`src/rtl/blob_pkg.sv`:
```
// rtl/blob_pkg.sv - shared widths, overlay colours and FSM states for the blob tracker
package blob_pkg;

    localparam int SUM_W = 25;
    localparam int CNT_W = 17;
    localparam int X_W   = 9;
    localparam int Y_W   = 8;

    localparam logic [2:0] OVERLAY_MATCH = 3'b010;
    localparam logic [2:0] OVERLAY_CROSS = 3'b111;

    typedef enum logic [1:0] {
        IDLE,
        DIV,
        PUBLISH
    } blob_state_t;

endpackage

```
`src/rtl/seq_divider.sv`:
```
// rtl/seq_divider.sv - unsigned restoring divider, one quotient bit per cycle
//
// Ports:
//   clock, resetn      clock and asynchronous active-low reset
//   start              load dividend/divisor and begin (ignored while busy)
//   dividend, divisor  operands, sampled on the start cycle
//   busy               division in progress
//   done               one-cycle pulse once the quotient is final
//   quotient           low QW bits of the quotient, held until the next start
module seq_divider #(
    parameter int NW = 25,
    parameter int DW = 17,
    parameter int QW = 9
) (
    input  logic          clock,
    input  logic          resetn,
    input  logic          start,
    input  logic [NW-1:0] dividend,
    input  logic [DW-1:0] divisor,
    output logic          busy,
    output logic          done,
    output logic [QW-1:0] quotient
);

    localparam int CW = $clog2(NW + 1);

    logic [DW-1:0] rem, den, src_rem, src_den, nxt_rem;
    logic [NW-1:0] quo, src_quo, nxt_quo;
    logic [DW:0]   rem_sh;
    logic          fits;
    logic [CW-1:0] steps;

    // The start cycle already performs the first step on the raw operands,
    // so NW steps finish NW-1 cycles after start.
    always_comb begin
        src_rem = busy ? rem : '0;
        src_quo = busy ? quo : dividend;
        src_den = busy ? den : divisor;
        rem_sh  = {src_rem, src_quo[NW-1]};
        fits    = rem_sh >= {1'b0, src_den};
        nxt_rem = fits ? DW'(rem_sh - {1'b0, src_den}) : rem_sh[DW-1:0];
        nxt_quo = {src_quo[NW-2:0], fits};
    end

    always_ff @(posedge clock or negedge resetn) begin
        if (!resetn) begin
            rem   <= '0;
            den   <= '0;
            quo   <= '0;
            steps <= '0;
            busy  <= 1'b0;
            done  <= 1'b0;
        end else begin
            done <= 1'b0;
            if (busy) begin
                rem   <= nxt_rem;
                quo   <= nxt_quo;
                steps <= steps - 1'b1;
                if (steps == CW'(1)) begin
                    busy <= 1'b0;
                    done <= 1'b1;
                end
            end else if (start) begin
                rem   <= nxt_rem;
                quo   <= nxt_quo;
                den   <= divisor;
                steps <= CW'(NW - 1);
                busy  <= 1'b1;
            end
        end
    end

    assign quotient = quo[QW-1:0];

endmodule

```
`src/rtl/colour_blob_tracker.sv`:
```
// rtl/colour_blob_tracker.sv - colour-window pixel classifier, overlay stream and frame centroid
//
// Ports:
//   clock, resetn                    clock and asynchronous active-low reset
//   x, y, red, green, blue, pixel_en decoded RGB565 pixel stream
//   out_x, out_y, out_colour, out_plot  overlay stream, one cycle behind the input
//   centroid_x, centroid_y, centroid_valid, match_count  last published frame result
//   frame_done                       pulse when a result is published
//   frame_dropped                    pulse when a frame end arrives while still busy
module colour_blob_tracker
    import blob_pkg::*;
#(
    parameter logic [4:0]       R_MIN      = 5'd20,
    parameter logic [5:0]       G_MAX      = 6'd24,
    parameter logic [4:0]       B_MAX      = 5'd12,
    parameter logic [CNT_W-1:0] MIN_PIXELS = 17'd64,
    parameter logic [X_W-1:0]   X_LAST     = 9'd319,
    parameter logic [Y_W-1:0]   Y_LAST     = 8'd239
) (
    input  logic             clock,
    input  logic             resetn,
    input  logic [X_W-1:0]   x,
    input  logic [Y_W-1:0]   y,
    input  logic [4:0]       red,
    input  logic [5:0]       green,
    input  logic [4:0]       blue,
    input  logic             pixel_en,
    output logic [X_W-1:0]   out_x,
    output logic [Y_W-1:0]   out_y,
    output logic [2:0]       out_colour,
    output logic             out_plot,
    output logic [X_W-1:0]   centroid_x,
    output logic [Y_W-1:0]   centroid_y,
    output logic             centroid_valid,
    output logic [CNT_W-1:0] match_count,
    output logic             frame_done,
    output logic             frame_dropped
);

    blob_state_t      state, state_nxt;
    logic             match, frame_end, div_start, take_snap, drop;
    logic             x_busy, y_busy, x_done, y_done, div_busy;
    logic [SUM_W-1:0] sum_x, sum_y, sum_x_nxt, sum_y_nxt;
    logic [CNT_W-1:0] cnt, cnt_nxt, snap_cnt;
    logic [X_W-1:0]   qx;
    logic [Y_W-1:0]   qy;
    logic [2:0]       colour_nxt;

    assign match     = pixel_en && (red >= R_MIN) && (green <= G_MAX) && (blue <= B_MAX);
    assign frame_end = pixel_en && (x == X_LAST) && (y == Y_LAST);
    assign div_busy  = x_busy | y_busy;

    // The *_nxt values include the current pixel, so the frame-end pixel
    // lands in the snapshot handed to the dividers.
    assign sum_x_nxt = sum_x + (match ? {{(SUM_W-X_W){1'b0}}, x} : '0);
    assign sum_y_nxt = sum_y + (match ? {{(SUM_W-Y_W){1'b0}}, y} : '0);
    assign cnt_nxt   = cnt + {{(CNT_W-1){1'b0}}, match};

    always_comb begin
        colour_nxt = {red[4], green[5], blue[4]};
        if (centroid_valid && (x == centroid_x || y == centroid_y))
            colour_nxt = OVERLAY_CROSS;
        else if (match)
            colour_nxt = OVERLAY_MATCH;
    end

    always_comb begin
        state_nxt = state;
        div_start = 1'b0;
        take_snap = 1'b0;
        drop      = 1'b0;
        case (state)
            IDLE: begin
                if (frame_end) begin
                    // A divider that cannot accept a start means the frame is lost.
                    if (div_busy) begin
                        drop = 1'b1;
                    end else begin
                        take_snap = 1'b1;
                        if (cnt_nxt < MIN_PIXELS) begin
                            state_nxt = PUBLISH;
                        end else begin
                            div_start = 1'b1;
                            state_nxt = DIV;
                        end
                    end
                end
            end
            DIV: begin
                drop = frame_end;
                if (x_done && y_done)
                    state_nxt = PUBLISH;
            end
            PUBLISH: begin
                drop      = frame_end;
                state_nxt = IDLE;
            end
            default: state_nxt = IDLE;
        endcase
    end

    always_ff @(posedge clock or negedge resetn) begin
        if (!resetn)
            state <= IDLE;
        else
            state <= state_nxt;
    end

    seq_divider #(.NW(SUM_W), .DW(CNT_W), .QW(X_W)) u_div_x (
        .clock    (clock),
        .resetn   (resetn),
        .start    (div_start),
        .dividend (sum_x_nxt),
        .divisor  (cnt_nxt),
        .busy     (x_busy),
        .done     (x_done),
        .quotient (qx)
    );

    seq_divider #(.NW(SUM_W), .DW(CNT_W), .QW(Y_W)) u_div_y (
        .clock    (clock),
        .resetn   (resetn),
        .start    (div_start),
        .dividend (sum_y_nxt),
        .divisor  (cnt_nxt),
        .busy     (y_busy),
        .done     (y_done),
        .quotient (qy)
    );

    always_ff @(posedge clock or negedge resetn) begin
        if (!resetn) begin
            sum_x          <= '0;
            sum_y          <= '0;
            cnt            <= '0;
            snap_cnt       <= '0;
            out_x          <= '0;
            out_y          <= '0;
            out_colour     <= '0;
            out_plot       <= 1'b0;
            centroid_x     <= '0;
            centroid_y     <= '0;
            centroid_valid <= 1'b0;
            match_count    <= '0;
            frame_done     <= 1'b0;
            frame_dropped  <= 1'b0;
        end else begin
            if (frame_end) begin
                sum_x <= '0;
                sum_y <= '0;
                cnt   <= '0;
            end else begin
                sum_x <= sum_x_nxt;
                sum_y <= sum_y_nxt;
                cnt   <= cnt_nxt;
            end
            if (take_snap)
                snap_cnt <= cnt_nxt;

            out_plot <= pixel_en;
            if (pixel_en) begin
                out_x      <= x;
                out_y      <= y;
                out_colour <= colour_nxt;
            end

            frame_done    <= (state == PUBLISH);
            frame_dropped <= drop;
            if (state == PUBLISH) begin
                match_count <= snap_cnt;
                if (snap_cnt >= MIN_PIXELS) begin
                    centroid_x     <= qx;
                    centroid_y     <= qy;
                    centroid_valid <= 1'b1;
                end else begin
                    centroid_valid <= 1'b0;
                end
            end
        end
    end

endmodule

```
`config.mk`:
```
export PLATFORM = sky130hd
export DESIGN_NAME = colour_blob_tracker
export DESIGN_NICKNAME = d
export VERILOG_FILES = /design/src/rtl/blob_pkg.sv /design/src/rtl/seq_divider.sv /design/src/rtl/colour_blob_tracker.sv
export SDC_FILE = /design/constraint.sdc
export NUM_CORES = 1
export LEC_CHECK = 0
export CORE_MARGIN = 2
export CORE_UTILIZATION = 50
export CTS_BUF_LIST = sky130_fd_sc_hd__clkbuf_16
export CTS_CLUSTER_DIAMETER = 40
export DETAILED_ROUTE_END_ITERATION = 16
export PLACE_DENSITY = 0.72
export RECOVER_POWER = 100
export SLEW_MARGIN = 20
export SYNTH_ARGS = -nofsm -noshare
export SYNTH_HDL_FRONTEND = slang
export SYNTH_SLANG_ARGS = --single-unit
export TNS_END_PERCENT = 30
```
`constraint.sdc`:
```
create_clock -name clock -period 4.7 [get_ports clock]
set_clock_uncertainty 0.1 [all_clocks]
set_input_delay 1.41 -clock clock [delete_from_list [all_inputs] [get_ports clock]]
set_output_delay 1.41 -clock clock [all_outputs]
set_load 0.05 [all_outputs]
```
==> run summary <==
Synthesized area: 14700 um2
Routed Wire Length: 43300 um
PnR worst setup slack: -1.43 ns
Clk Latency, worst-skew pair: 0.54 ns
CTS tree: done
Final Power: 9.09 mW
DRC: 0
Reg2reg start: sum_x[0]
RSZ-0062 raised after global routing: true
Initial antenna violation count: 0
Ys async rst share: 1.00
Reg-to-Reg End: u_div_x.rem[13]
Post-CTS Hold Fix Bufs: 0
Hold path cells: 1
Comb power frac: 0.349
Top FF cell, synth: dfrtp_1
Yosys warns: 0
Port bufs: 91
Fin area: 20700 um2
Crit path DAT: 6.43 ns
Row cnt: 62
Clock transition at the registers of the reported paths: 0.06 ns
Total track usage: 0.265
Post-synthesis sequential element count: 276
WP data required: 5.00 ns
# Max-Cap Violations: 1
Post-Syn Instances: 1483
Mapped Nets: 1584
Layout cell share with drive strength beyond 1: 0.328
Max-Slew Margin vs Limit: -0.436
Chip width: 176 um
Sequential share of power: 0.287
Seq/Total Area, Yosys: 0.469
Slew Limit Fails: 88
Finish-stage setup viols: 82
Placed cells: 2131
Die height: 176 um
Wire per inst: 19.1 um
GPL Wtd Cong: 0.905
Distinct cells, synth: 70
CTS sink count: 276
Vias in the first global route: 13100
Hold_sp: u_div_y.den[8]
CTS HTree Levels: 2
Remaining antenna violation count: 0
Hold EP: u_div_y.den[8]
Most common cell after layout, fill and taps aside: dfrtp_1
Psw: 2.86 mW
Cell area power density: 438 nW/um2
I/O Pins: 94
Final nets: 1958
Number of DRC markers in iteration 0: 1078
Switch share: 0.315
Dpl cell area: 17900 um2
Crit path capture type: flop
Num CTS Buffers: 43
Clock Tree Buf Depth: 3
Max FO, Critical Path: 8
Final hold violation count: 0
DR pass1 iterations: 8
Starting Density: 0.510
VDD IR max: 0.000328 V
Max Fclk: 163 MHz
Clock power frac: 0.365
Syn Area/Cell: 9.92 um2
Worst slew pin tran: 2.15 ns
EDFF count, synth: 0
Status: complete, but fails checks
Worst hold slack: 0.369 ns
Vias: 13200
Pin count of the biggest net entering global routing: 88
Core area: 28900 um2
Via/cell ratio: 5.80
First-pass GRT wire length: 66600 um
Failing checks: capacitance limit, slew limit, setup timing
Die area: 30800 um2
CTS Root Cell: clkbuf_16
HP Class: flop to flop
Highest-count cells in the layout ignoring fill and taps: 276 x dfrtp_1, 253 x buf_4, 172 x nor2_1, 112 x nand2_1, 75 x clkdlybuf4s50_1
Final Non-Filler Cells: 2275
Post-Place Setup Slack: -2.16 ns
Total global routing overflow: 0
Startpoint types: input pin
Crit path kind: input pin to flop
Area growth syn-to-layout: 41.0%
Filler instances: 1939
# diodes: 0
Final worst path period share: 1.31
Detail Placement HPWL: 26900 um
Final min period: 6.13 ns
Static Leak: 9.96 nW
R2r setup slk: -0.32 ns
Final core occ: 0.719
Worst-case reg-to-reg path depth: 21
Setup tns final: -49.18 ns
Internal power: 6.23 mW
-- registers in the layout, indices dropped and copies added (netlist names), 2 cells and up --
name and flops:
u_div_x.rem 17, u_div_y.quo 25, u_div_x.steps 5, out_colour 3
u_div_x.quo 25, match_count 17, centroid_x 9, snap_cnt 17
state 2, u_div_x.den 17, u_div_y.rem 17, sum_y 25
out_x 9, u_div_y.steps 5, out_y 8, sum_x 25
u_div_y.den 17, cnt 17, centroid_y 8
-- worst max-delay path, stage by stage --
cell	delay, ns
buf_6	0.09
o311a_4	0.37
nor3_4	0.20
buf_6	0.15
buf_4	0.13
and2_1	0.20
ha_4	0.23
a21oi_2	0.19
o21bai_2	0.12
a21oi_2	0.22
buf_4	0.16
nor4_4	0.04
o31ai_4	0.25
ha_2	0.21
inv_2	0.04
fa_2	0.37
a211oi_4	0.28
o21ai_2	0.09
a311oi_2	0.42
o31ai_4	0.14
o41ai_4	0.44
buf_6	0.21
nor2_1	0.06
a32oi_1	0.28
nand3_1	0.13
-- logic make-up after synthesis --
group / share of synthesized area
AOI/OAI and AO/OA: 0.164
adders and majority gates: 0.0573
and+or+nand+nor: 0.165
DFF: 0.469
buffers and inverters: 0.0300
xor gates and xnor gates: 0.0601
muxes: 0.0538
-- worst max path at each step --
stage	start	endpoint	depth (start not counted)	slack, ns
6_report	green[2]	u_div_x.rem[13]	25	-1.43
5_1_grt	green[2]	u_div_x.rem[13]	25	-1.65
4_1_cts	blue[1]	u_div_x.rem[1]	26	-1.23
3_5_place_dp	green[1]	u_div_x.rem[14]	25	-2.16
3_3_place_gp	blue[2]	u_div_y.rem[0]	25	-2.01
2_1_floorplan	green[1]	u_div_x.rem[11]	24	-1.63
-- cells in the mapped netlist, types with 28 or more instances --
master	instances	area, um2
dfrtp_1	276	6910
o21ai_0	66	330
clkbuf_1	45	169
a22oi_1	31	233
xnor2_1	49	429
xor2_1	52	455
a21oi_1	76	380
ha_1	61	763
nand3_1	28	140
o21ai_1	30	150
mux2_2	57	642
a21o_1	33	248
nand2_1	123	462
nor2_1	186	698
inv_1	32	120
and2_1	53	332
-- layout make-up --
type | count | area, um2 | area share
clock buffers | 43 | 1080 | 0.0519
clock inverters | 36 | 424 | 0.0204
multi-input cells | 1106 | 8240 | 0.397
flip-flops and latches | 276 | 6910 | 0.333
inverters | 33 | 126 | 0.00609
well taps | 384 | 480 | 0.0232
repair buffers | 397 | 3490 | 0.168
-- power by group through the flow --
stage	logic (mW)	clock network, mW	registers [mW]
after CTS	2.64	3.35	2.58
after global placement	2.09	0	2.61
after detailed placement	2.14	0	2.61
after floorplan	1.29	0	2.67
after global routing	3.36	3.46	2.61
final	3.17	3.31	2.60
-- what timing repair did --
item / 4_1_cts / 5_1_grt
resized for setup: 109 / 144
gates cloned: 5 / 4
setup buffers: 39 / 24
pin swaps: 65 / 77
setup endpoints to repair: 131 / 132
-- routing by layer --
layer / routed length, um / vias up / track usage / share of wire
met5: 0 / - / 0 / 0
met4: 1980 / 0 / 0.0975 / 0.046
met3: 1960 / 142 / 0.0310 / 0.045
met2: 21500 / 419 / 0.454 / 0.50
met1: 17900 / 6589 / 0.349 / 0.41
li1: - / 6038 / - / -
Power figures use the tool's default switching activity.
